<file path="src/rtl/rca_nibble_sequencer.sv">
// rca_nibble_sequencer: drives one external 4-bit ripple-carry adder through
// WIDTH/4 nibble steps, LSB nibble first. It holds the inter-nibble carry and
// assembles the WIDTH-bit sum/difference together with the carry-out and the
// signed-overflow flags.
module rca_nibble_sequencer #(
  parameter int unsigned WIDTH = 16
) (
  input  logic             clk,
  input  logic             rst,
  input  logic             start,
  input  logic [WIDTH-1:0] a,
  input  logic [WIDTH-1:0] b,
  input  logic             cin,
  input  logic             sub,
  output logic [3:0]       rca_a,
  output logic [3:0]       rca_b,
  output logic             rca_cin,
  input  logic [3:0]       rca_s,
  input  logic             rca_cout,
  output logic             busy,
  output logic             done,
  output logic [WIDTH-1:0] sum,
  output logic             cout,
  output logic             ovf
);

  localparam int unsigned NNIB = WIDTH / 4;
  localparam int unsigned KW   = (NNIB > 1) ? $clog2(NNIB) : 1;

  typedef enum logic [1:0] {
    IDLE = 2'd0,
    RUN  = 2'd1,
    DONE = 2'd2
  } state_t;

  state_t           state_q, state_d;
  logic [KW-1:0]    k_q, k_d;
  logic             carry_q, carry_d;
  logic [WIDTH-1:0] a_q, a_d;
  logic [WIDTH-1:0] b_q, b_d;
  logic [WIDTH-1:0] sum_q, sum_d;
  logic             cout_q, cout_d;
  logic             ovf_q, ovf_d;
  logic [3:0]       nib_a, nib_b;
  logic             last_step;

  // Next-state logic: accept a request, or take one nibble step of the adder
  always_comb begin
    state_d = state_q;
    k_d     = k_q;
    carry_d = carry_q;
    a_d     = a_q;
    b_d     = b_q;
    sum_d   = sum_q;
    cout_d  = cout_q;
    ovf_d   = ovf_q;
    nib_a   = '0;
    nib_b   = '0;

    // Select the operand nibbles for the current step.
    for (int unsigned i = 0; i < NNIB; i++) begin
      if (k_q == KW'(i)) begin
        nib_a = a_q[4*i +: 4];
        nib_b = b_q[4*i +: 4];
      end
    end

    last_step = (k_q == KW'(NNIB - 1));

    unique case (state_q)
      IDLE, DONE: begin
        if (start) begin
          state_d = RUN;
          a_d     = a;
          b_d     = sub ? ~b : b;
          carry_d = cin ^ sub;
          k_d     = '0;
          sum_d   = '0;
          cout_d  = 1'b0;
          ovf_d   = 1'b0;
        end else begin
          state_d = IDLE;
        end
      end
      RUN: begin
        for (int unsigned i = 0; i < NNIB; i++) begin
          if (k_q == KW'(i)) begin
            sum_d[4*i +: 4] = rca_s;
          end
        end
        carry_d = rca_cout;
        if (last_step) begin
          cout_d  = rca_cout;
          ovf_d   = (a_q[WIDTH-1] == b_q[WIDTH-1]) && (rca_s[3] != a_q[WIDTH-1]);
          k_d     = '0;
          state_d = DONE;
        end else begin
          k_d = k_q + 1'b1;
        end
      end
      default: state_d = IDLE;
    endcase
  end

  // State and datapath registers, cleared asynchronously
  always_ff @(posedge clk or posedge rst) begin
    if (rst) begin
      state_q <= IDLE;
      k_q     <= '0;
      carry_q <= 1'b0;
      a_q     <= '0;
      b_q     <= '0;
      sum_q   <= '0;
      cout_q  <= 1'b0;
      ovf_q   <= 1'b0;
    end else begin
      state_q <= state_d;
      k_q     <= k_d;
      carry_q <= carry_d;
      a_q     <= a_d;
      b_q     <= b_d;
      sum_q   <= sum_d;
      cout_q  <= cout_d;
      ovf_q   <= ovf_d;
    end
  end

  // Adder drive is gated to zero outside RUN; status decoded from state
  always_comb begin
    rca_a   = '0;
    rca_b   = '0;
    rca_cin = 1'b0;
    if (state_q == RUN) begin
      rca_a   = nib_a;
      rca_b   = nib_b;
      rca_cin = carry_q;
    end
    busy = (state_q == RUN);
    done = (state_q == DONE);
    sum  = sum_q;
    cout = cout_q;
    ovf  = ovf_q;
  end

endmodule

</file>
<file path="config.mk">
export PLATFORM = sky130hd
export DESIGN_NAME = rca_nibble_sequencer
export DESIGN_NICKNAME = d
export VERILOG_FILES = /design/src/rtl/rca_nibble_sequencer.sv
export SDC_FILE = /design/constraint.sdc
export NUM_CORES = 1
export LEC_CHECK = 0
export ABC_AREA = 0
export ABC_CLOCK_PERIOD_IN_PS = 2500
export BUFFER_PORTS_ARGS = -buffer_cell sky130_fd_sc_hd__buf_2
export CAP_MARGIN = 20
export CORE_MARGIN = 5
export CORE_UTILIZATION = 56
export DETAILED_ROUTE_END_ITERATION = 8
export PLACE_DENSITY = 0.84
export SLEW_MARGIN = 15
export SYNTH_ARGS = -nofsm -noshare
export SYNTH_HDL_FRONTEND = slang
export SYNTH_SLANG_ARGS = --single-unit
export TNS_END_PERCENT = 10
</file>
<file path="constraint.sdc">
create_clock -name clk -period 2.5 [get_ports clk]
set_clock_uncertainty 0.15 [all_clocks]
set_input_delay 0 -clock clk [delete_from_list [all_inputs] [get_ports clk]]
set_output_delay 0 -clock clk [all_outputs]
set_load 0.005 [all_outputs]
</file>
==> results.toml, run 1 <==
[placed_design]
io_buffers = 70
dp_hpwl_um = 4290
place_inst = 355
dpl_cell_area_mm2 = 0.00299
gp_congestion = 0.822

[finish]
instances_no_fill = 402
fillCellCount = 290
diodes = 0
drive_gt1_share_pct = 29.9
finalInstanceArea_mm2 = 0.00352
syn_to_final_growth_pct = 33.4
final_nets = 393

[floorplan]
core_region_area_mm2 = 0.00466
start_util_pct = 56.6
rows = 25
num_io_pins = 71
dieArea_mm2 = 0.00618
die_y_um = 78.6
die_x_um = 78.6

[clock_network]
clock_path_buffers = 2
root_buffer = "clkbuf_8"
clk_pin_slew_worst_paths_ns = 0.10
numClockSinks = 55
cts_made_buffers = 5
cts_tree = "done"
clk_latency_ns = 0.31
htreeDepth = 2
post_cts_buffers = 0

[yosys]
synth_nets = 288
ys_seq_area_share_pct = 52.2
synth-edff-count = 0
avgSynthCellArea_um2 = 10.9
yosysTopAreaCell = "dfrtp_1"
synth.area.top_cells = "dfrtp_1 (52%), mux2_4 (9.1%), o21ai_0 (8.2%)"
syn_inst = 242
ys_seq_elements = 55
async_flop_share_pct = 100
ys.flop_type = "dfrtp_1"
synthTopCellsByCount = "dfrtp_1 (55), o21ai_0 (43), nand3_1 (26), nand2_1 (21)"
yosysMostFrequentCell = "dfrtp_1"
synth_top_cell_area_share_pct = 52.2
synth.distinct_cells = 28
syn_area_mm2 = 0.00264
yosysWarnings = 0

[power_and_ir_drop]
switching_share_pct = 36.4
p_switching_mw = 1.44
p_comb_share_pct = 42.1
seq_power_share_pct = 40.5
clkPwrFrac_pct = 17.4
power.leakage_nw = 1.73
powerDensity_mw_per_mm2 = 1120
internal_power_mw = 2.52
ir_drop_uv = 625
p_total_mw = 3.96

[worst_setup_path]
arrival_ns = 2.15
timing.rr.start = "state_q[0]"
critical_path.max_fanout = 11
crit_start = "k_q[1]"
path_cells = "inv_1, ha_1, nor2b_2, a221oi_1, o32ai_1, buf_2"
critical_path_required_ns = 2.35
startpoint_type = "flip-flop"
worst_setup_path_end_kind = "primary output"
cpLargestDelayFamily = "compound AO/OA/AOI/OAI gates"
cp_slowest_cell = "dfrtp_1"
slowest_delay_ns = 0.40
critPathBufInv = 2
critical_path_class = "flip-flop to primary output"

[grt]
grt_overflow_total = 0
grt_max_degree = 36
antenna_found_initial = 0
grt_first_pass_wirelength_um = 10900
grt.total_usage_pct = 22.5
grt_pass1_vias = 2321

[timing]
period_share_pct = 91.9
clock.fmax_mhz = 435
tightest_slew_ns = 0.483
min_period_ns = 2.30
whs_ns = 0.0656
setup_viol = 0
drv_slew = 0
rsz0062_at_grt = "false"
hold_viol = 0
relSlewSlack_pct = 67.8
fin_setup_tns_ns = 0

[drt]
dr.pass1.iters = 4
drtIter0Drc = 143
wl_per_cell_um = 16.1
route.detailed.drc = 0
num_vias = 2181
routed_wl_um = 6470
via_per_inst = 5.43
postRouteAntennaNets = 0

[run]
drv_cap = 0

[hold_path]
hp-class = "input pin to async pin"

[run_status]
status = "complete, no violations"
[metrics by stage]
stage / setup WS (ns) / utilization [%]
3_5_place_dp: 0.426 / 64.1
2_1_floorplan: 0.945 / -
4_1_cts: 0.0801 / 75.4
3_3_place_gp: 0.603 / 64.1
5_1_grt: 0.0556 / 75.5
6_report: 0.201 / 75.5
[sequential cells by signal, summed over array words and instances (netlist names)]
| name | count |
|---|---|
| state_q | 2 |
| k_q | 2 |
| carry_q | 1 |
| b_q | 16 |
| a_q | 16 |
| cout | 1 |
| sum | 16 |
| ovf | 1 |
[layout by cell type, fill, tap and decap left out, types with 2 or more instances in the layout]
cell type	count
dfrtp_1	55
nand2b_2	2
nand3_1	26
dlygate4sd3_1	39
ha_1	4
xnor2_1	16
nand3b_1	4
buf_2	70
mux2_4	16
bufinv_16	2
buf_4	6
inv_1	10
o32ai_1	2
a221oi_1	8
o31ai_1	7
nor2b_1	2
nand2_1	21
o21ai_0	43
clkbuf_8	5
[repair_timing]
| action | CTS | global route |
|---|---|---|
| hold endpoints to repair | 106 | 0 |
| hold buffers | 39 | 0 |
| setup endpoints to repair | 0 | 5 |
| gates resized for setup | 0 | 1 |
[final cells by class]
type	count	area [um2]	area share, %
Timing Repair Buffer	115	786	22.3
Clock inverter	3	67.6	1.92
Inverter	11	41.3	1.17
Clock buffer	5	68.8	1.96
Tap cell	54	67.6	1.92
Sequential cell	55	1380	39.1
Multi-Input combinational cell	159	1110	31.6
[worst reg2reg max path, delay by kind of cell (launching register included)]
family | cells | cell delay (ns)
buffers and inverters | 2 | 0.89
muxes | 1 | 0.24
DFF | 1 | 0.46
and+or+nand+nor | 1 | 0.17
AOI/OAI and AO/OA | 1 | 0.07
[per-layer routing]
| metal | share of wire, % | global-route usage (%) | wire (um) | up-vias |
|---|---|---|---|---|
| met5 | 0 | 0 | 0 | - |
| met4 | 2.1 | 7.87 | 136 | 0 |
| met3 | 4.2 | 4.70 | 271 | 17 |
| met2 | 52 | 39.6 | 3370 | 65 |
| met1 | 42 | 27.1 | 2690 | 1048 |
| li1 | - | - | - | 1051 |
[power groups by stage]
| stage | clock, mW | sequential (mW) | combinational, mW |
|---|---|---|---|
| 3_3_place_gp | 0 | 1.58 | 1.50 |
| 5_1_grt | 0.735 | 1.65 | 1.85 |
| 4_1_cts | 0.695 | 1.59 | 1.64 |
| 3_5_place_dp | 0 | 1.60 | 1.57 |
| 2_1_floorplan | 0 | 1.53 | 1.12 |
| 6_report | 0.689 | 1.60 | 1.67 |
[final timing paths]
kind / to / slack (ns) / cells past startpoint
max: rca_a[3] / 0.20 / 6
min: sum[11] / 0.07 / 3
max reg2reg: carry_q / 0.40 / 5
min reg2reg: b_q[9] / 0.35 / 2
max in group asynchronous: a_q[15] / 1.49 / 4
min in group clk: b_q[14] / 0.09 / 3
[kinds of logic after synthesis]
group           share of synthesized area, %
flops                                   52.2
simple gates                            11.1
fa+ha+maj                               1.90
xor+xnor                                5.65
compound gates                          13.9
mux                                     9.49
buf+inv                                 5.88
No activity file was read; power rests on OpenSTA's default activity.
==> run 2, diff against run 1 <==
--- a/config.mk
+++ b/config.mk
@@ -12,7 +12,7 @@
 export CORE_MARGIN = 5
 export CORE_UTILIZATION = 56
 export DETAILED_ROUTE_END_ITERATION = 8
-export PLACE_DENSITY = 0.84
+export PLACE_DENSITY = 0.82
 export SLEW_MARGIN = 15
 export SYNTH_ARGS = -nofsm -noshare
 export SYNTH_HDL_FRONTEND = slang
==> run 2 against run 1 <==
Sequential cell count is the same. Power shrank 6.1%. Final area decreased by 1.3%. Via count down 1.2%. Critical path type unchanged. Largest cell class unchanged. Largest power group unchanged.
==> results.toml, run 2 (synthesis results as in run 1) <==
[run_status]
status = "complete, no violations"

[hold_path]
holdPathStages = 3
hp-class = "input pin to flip-flop"
hold_path_startpoint = "sub"
hold_end = "b_q[9]"

[timing]
fin_setup_tns_ns = 0
tightest_slew_ns = 0.506
hold_viol = 0
drv_slew = 0
whs_ns = 0.0866
relSlewSlack_pct = 66.2
period_share_pct = 93.5
rsz0062_at_grt = "false"
setup_viol = 0
clock.fmax_mhz = 428
min_period_ns = 2.34

[power_and_ir_drop]
p_comb_share_pct = 44.6
internal_power_mw = 2.32
p_total_mw = 3.71
clkPwrFrac_pct = 12.9
p_switching_mw = 1.39
switching_share_pct = 37.5
powerDensity_mw_per_mm2 = 1070
ir_drop_uv = 540
power.leakage_nw = 1.70
seq_power_share_pct = 42.5

[finish]
final_common_cell = "buf_2"
final_nets = 392
diodes = 0
syn_to_final_growth_pct = 31.6
finalInstanceArea_mm2 = 0.00347
final_cell_mix = "buf_2 (70), dfrtp_1 (55), o21ai_0 (43)"
drive_gt1_share_pct = 29.4
instances_no_fill = 401

[grt]
grt.total_usage_pct = 21.4
grt_overflow_total = 0
grt_max_degree = 37
grt_pass1_vias = 2182
grt_first_pass_wirelength_um = 10400
antenna_found_initial = 0

[worst_setup_path]
startpoint_type = "flip-flop"
timing.rr.start = "state_q[0]"
reg2regPathDepth = 4
critical_path.max_fanout = 11
arrival_ns = 2.19
worst_setup_path_end_kind = "primary output"
critical_path_required_ns = 2.35
r2r_slack_ns = 0.45
r2r-end = "carry_q"
critical_path_class = "flip-flop to primary output"

[clock_network]
clock_path_buffers = 2
cts_tree = "done"
root_buffer = "clkbuf_8"
clk_pin_slew_worst_paths_ns = 0.09
clk_latency_ns = 0.31
cts_made_buffers = 5
htreeDepth = 2
numClockSinks = 55

[drt]
via_per_inst = 5.37
wl_per_cell_um = 15.2
num_vias = 2154
routed_wl_um = 6080
dr.pass1.iters = 4
route.detailed.drc = 0
postRouteAntennaNets = 0
drtIter0Drc = 200

[floorplan]
die_y_um = 78.6
dieArea_mm2 = 0.00618
start_util_pct = 56.6
rows = 25
num_io_pins = 71
die_x_um = 78.6
core_region_area_mm2 = 0.00466

[run]
drv_cap = 0

[placed_design]
place_inst = 354
dpl_cell_area_mm2 = 0.00299
io_buffers = 70
gp_congestion = 0.784
dp_hpwl_um = 4120
## run 2: worst max-delay path by stage
stage | startpoint | to | slack (ns) | depth (start not counted)
final | k_q[0] | rca_a[3] | 0.16 | 5
after detailed placement | k_q[1] | rca_a[3] | 0.37 | 6
after global routing | k_q[1] | rca_a[3] | 0.04 | 6
after CTS | k_q[0] | rca_a[3] | 0.15 | 5
after global placement | k_q[0] | rca_b[3] | 0.56 | 5
after floorplan | k_q[1] | sum[4] | 0.94 | 6
## run 2: area by class of cell
class                           count  area, um2
Multi-Input combinational cell    159       1110
Sequential cell                    55       1380
Inverter                           11       41.3
Timing Repair Buffer              114        791
Fill cell                         314       1190
Tap cell                           54       67.6
Clock inverter                      2       12.5
Clock buffer                        6       72.6
## run 2: power by group through the flow
stage | clock network (mW) | registers [mW] | logic (mW)
floorplan | 0 | 1.53 | 1.12
global placement | 0 | 1.58 | 1.51
detailed placement | 0 | 1.59 | 1.58
CTS | 0.490 | 1.58 | 1.65
global route | 0.528 | 1.64 | 1.84
finish | 0.481 | 1.58 | 1.65
## run 2: stage by stage
step	util, %	worst slack, ns
floorplan	-	0.945
global placement	64.2	0.562
detailed placement	64.2	0.375
CTS	74.5	0.149
global route	74.5	0.0406
finish	74.5	0.163
## run 2: worst max-delay path: stages, from the launching register on
cell and delay [ns]:
dfrtp_1 0.45, ha_1 0.38, nor2b_2 0.36, a221oi_1 0.15
o32ai_1 0.35, buf_2 0.18
## run 2: per-layer routing
layer	wire length (um)	part of all wire, %	track usage [%]	up-vias
li1	-	-	-	1045
met1	2460	41	27.5	1042
met2	3190	53	36.5	59
met3	326	5.4	3.78	8
met4	91	1.5	7.34	0
met5	0	0	0	-
## run 2: what timing repair did
item,4_1_cts,5_1_grt
setup endpoints to repair,1,0
setup buffers,0,0
endpoints found under the hold margin,74,0
gates resized for setup,1,0
hold buffers,39,0
==> run 3, diff against run 2 <==
--- a/config.mk
+++ b/config.mk
@@ -6,13 +6,13 @@
 export NUM_CORES = 1
 export LEC_CHECK = 0
 export ABC_AREA = 0
-export ABC_CLOCK_PERIOD_IN_PS = 2500
+export ABC_CLOCK_PERIOD_IN_PS = 2150
 export BUFFER_PORTS_ARGS = -buffer_cell sky130_fd_sc_hd__buf_2
 export CAP_MARGIN = 20
 export CORE_MARGIN = 5
-export CORE_UTILIZATION = 56
+export CORE_UTILIZATION = 52
 export DETAILED_ROUTE_END_ITERATION = 8
-export PLACE_DENSITY = 0.82
+export PLACE_DENSITY = 0.77
 export SLEW_MARGIN = 15
 export SYNTH_ARGS = -nofsm -noshare
 export SYNTH_HDL_FRONTEND = slang
==> constraint.sdc (replaced) <==
create_clock -name clk -period 2.15 [get_ports clk]
set_clock_uncertainty 0.15 [all_clocks]
set_input_delay 0 -clock clk [delete_from_list [all_inputs] [get_ports clk]]
set_output_delay 0 -clock clk [all_outputs]
set_load 0.005 [all_outputs]
==> run 3 against run 2 <==
Non-clock buffer count up 4. Power up 22%. Utilization down 2.8 points. Critical path depth up 2. Sequential share of layout area down 1.3 points. Register-to-register slack worse by 0.26 ns. Via count down 1.1%. Final area up 3.4%. Critical path type unchanged. Largest power group unchanged.
==> results.toml, run 3 (synthesis results as in run 1) <==
[grt]
grt_overflow_total = 0
grt_first_pass_wirelength_um = 10200
grt_max_degree = 56
grt_pass1_vias = 2231
grt.total_usage_pct = 20.2
antenna_found_initial = 0

[worst_setup_path]
startpoint_type = "flip-flop"
critical_path.max_fanout = 7
crit_cells = 7
r2r-end = "carry_q"
crit_start = "k_q[0]"
worst_setup_path_end_kind = "primary output"
r2r_slack_ns = 0.19
critical_path_class = "flip-flop to primary output"
slowest_delay_ns = 0.45
reg2regPathDepth = 5
path_cells = "inv_2, ha_4, nor2b_1, buf_4, a221oi_1, o32ai_1, buf_2"
cp_slowest_cell = "dfrtp_1"
critical_path_required_ns = 2.00
timing.rr.start = "state_q[0]"
cpLargestDelayFamily = "flip-flops"
arrival_ns = 1.91
critPathBufInv = 3
crit_end = "rca_a[3]"

[floorplan]
start_util_pct = 52.6
die_y_um = 81.2
die_x_um = 81.2
num_io_pins = 71
rows = 26
core_region_area_mm2 = 0.00501
dieArea_mm2 = 0.00660

[drt]
route.met3.wl_um = 272
num_vias = 2131
drtIter0Drc = 152
dr.pass1.iters = 4
routed.top_layer = "met4"
wl_met2_um = 3200
routedLengthMet1_um = 2560
routed_wl_um = 6160
via_per_inst = 5.06
postRouteAntennaNets = 0
route.detailed.drc = 0
wl_per_cell_um = 14.6

[power_and_ir_drop]
clkPwrFrac_pct = 13.8
power.leakage_nw = 1.73
ir_drop_uv = 604
p_comb_share_pct = 45.5
internal_power_mw = 2.87
p_total_mw = 4.54
powerDensity_mw_per_mm2 = 1270
seq_power_share_pct = 40.7
switching_share_pct = 36.9
p_switching_mw = 1.68

[timing]
relSlewSlack_pct = 68.9
setup_viol = 0
clock.fmax_mhz = 486
whs_ns = 0.0698
tightest_slew_ns = 0.467
drv_slew = 0
postLayoutSetupSlackWorst_ns = 0.0906
min_period_ns = 2.06
hold_viol = 0
period_share_pct = 95.8
fin_setup_tns_ns = 0

[placed_design]
dpl_cell_area_mm2 = 0.00303
io_buffers = 70
gp_congestion = 0.737
dp_hpwl_um = 4110
place_inst = 371
place_ws_ns = 0.344

[clock_network]
clk_latency_ns = 0.31
htreeDepth = 2
root_buffer = "clkbuf_8"
clk_pin_slew_worst_paths_ns = 0.09
cts_made_buffers = 5
clock_path_buffers = 2
numClockSinks = 55
cts_tree = "done"

[finish]
instances_no_fill = 421
final_cell_mix = "buf_2 (70), dfrtp_1 (54), o21ai_0 (43)"
drive_gt1_share_pct = 32.5
diodes = 0
finalInstanceArea_mm2 = 0.00359
fin_util_pct = 71.7
final_nets = 396
syn_to_final_growth_pct = 36.1
fillCellCount = 371
final_common_cell = "buf_2"

[hold_path]
hp-class = "input pin to flip-flop"

[run_status]
status = "complete, no violations"

[run]
drv_cap = 0
-- run 3: cell types whose count changed in the layout (fill, tap and decap cells not counted), sizes merged --
| cell | change |
|---|---|
| buf | +4 |
| inv | -1 |
| clkinv | -1 |
| clkinvlp | +1 |
| clkbuf | +1 |
-- run 3: power groups by stage --
stage	Clock [mW]	Combinational [mW]	Sequential [mW]
global placement	0	1.81	1.85
detailed placement	0	1.88	1.86
finish	0.625	2.07	1.85
floorplan	0	1.30	1.78
global route	0.688	2.31	1.90
CTS	0.643	1.98	1.84
-- run 3: how the worst min path moves through the flow --
stage / start / end / slack (ns) / depth (start not counted)
floorplan: rca_cout / carry_q / -0.03 / 2
global placement: rst / a_q[6] / -0.08 / 3
detailed placement: rst / a_q[6] / -0.07 / 3
CTS: start / state_q[0] / 0.05 / 4
global route: start / state_q[0] / 0.07 / 4
finish: start / state_q[0] / 0.07 / 4
-- run 3: per-layer routing --
metal / vias to the layer above / GRT usage, %
li1: 1055 / -
met1: 1016 / 24.4
met2: 48 / 35.0
met3: 12 / 4.77
met4: 0 / 7.60
met5: - / 0
-- run 3: worst register-to-register path: stages (launching register included) --
cell and delay [ns]:
dfrtp_2 0.43, nand2b_2 0.18, buf_6 0.24, mux2i_1 0.22, o21ai_1 0.07, dlygate4sd3_1 0.56
-- run 3: final cells by class --
class                      count  area (um2)  area share, %
sequential                    55        1380           38.4
inverter                      11        45.0           1.25
multi-input combinational    159        1140           31.7
timing repair buffer         118         837           23.3
tap                           70        87.6           2.44
clock buffer                   7        96.3           2.68
clock inverter                 1        7.51          0.209
-- run 3: what timing repair did --
item | CTS | global route
setup buffers | 0 | 3
hold buffers | 39 | 0
pin swaps | 0 | 1
endpoints found under the hold margin | 106 | 0
gates resized for setup | 2 | 8
endpoints found under the setup margin | 1 | 9
cloned | 0 | 0
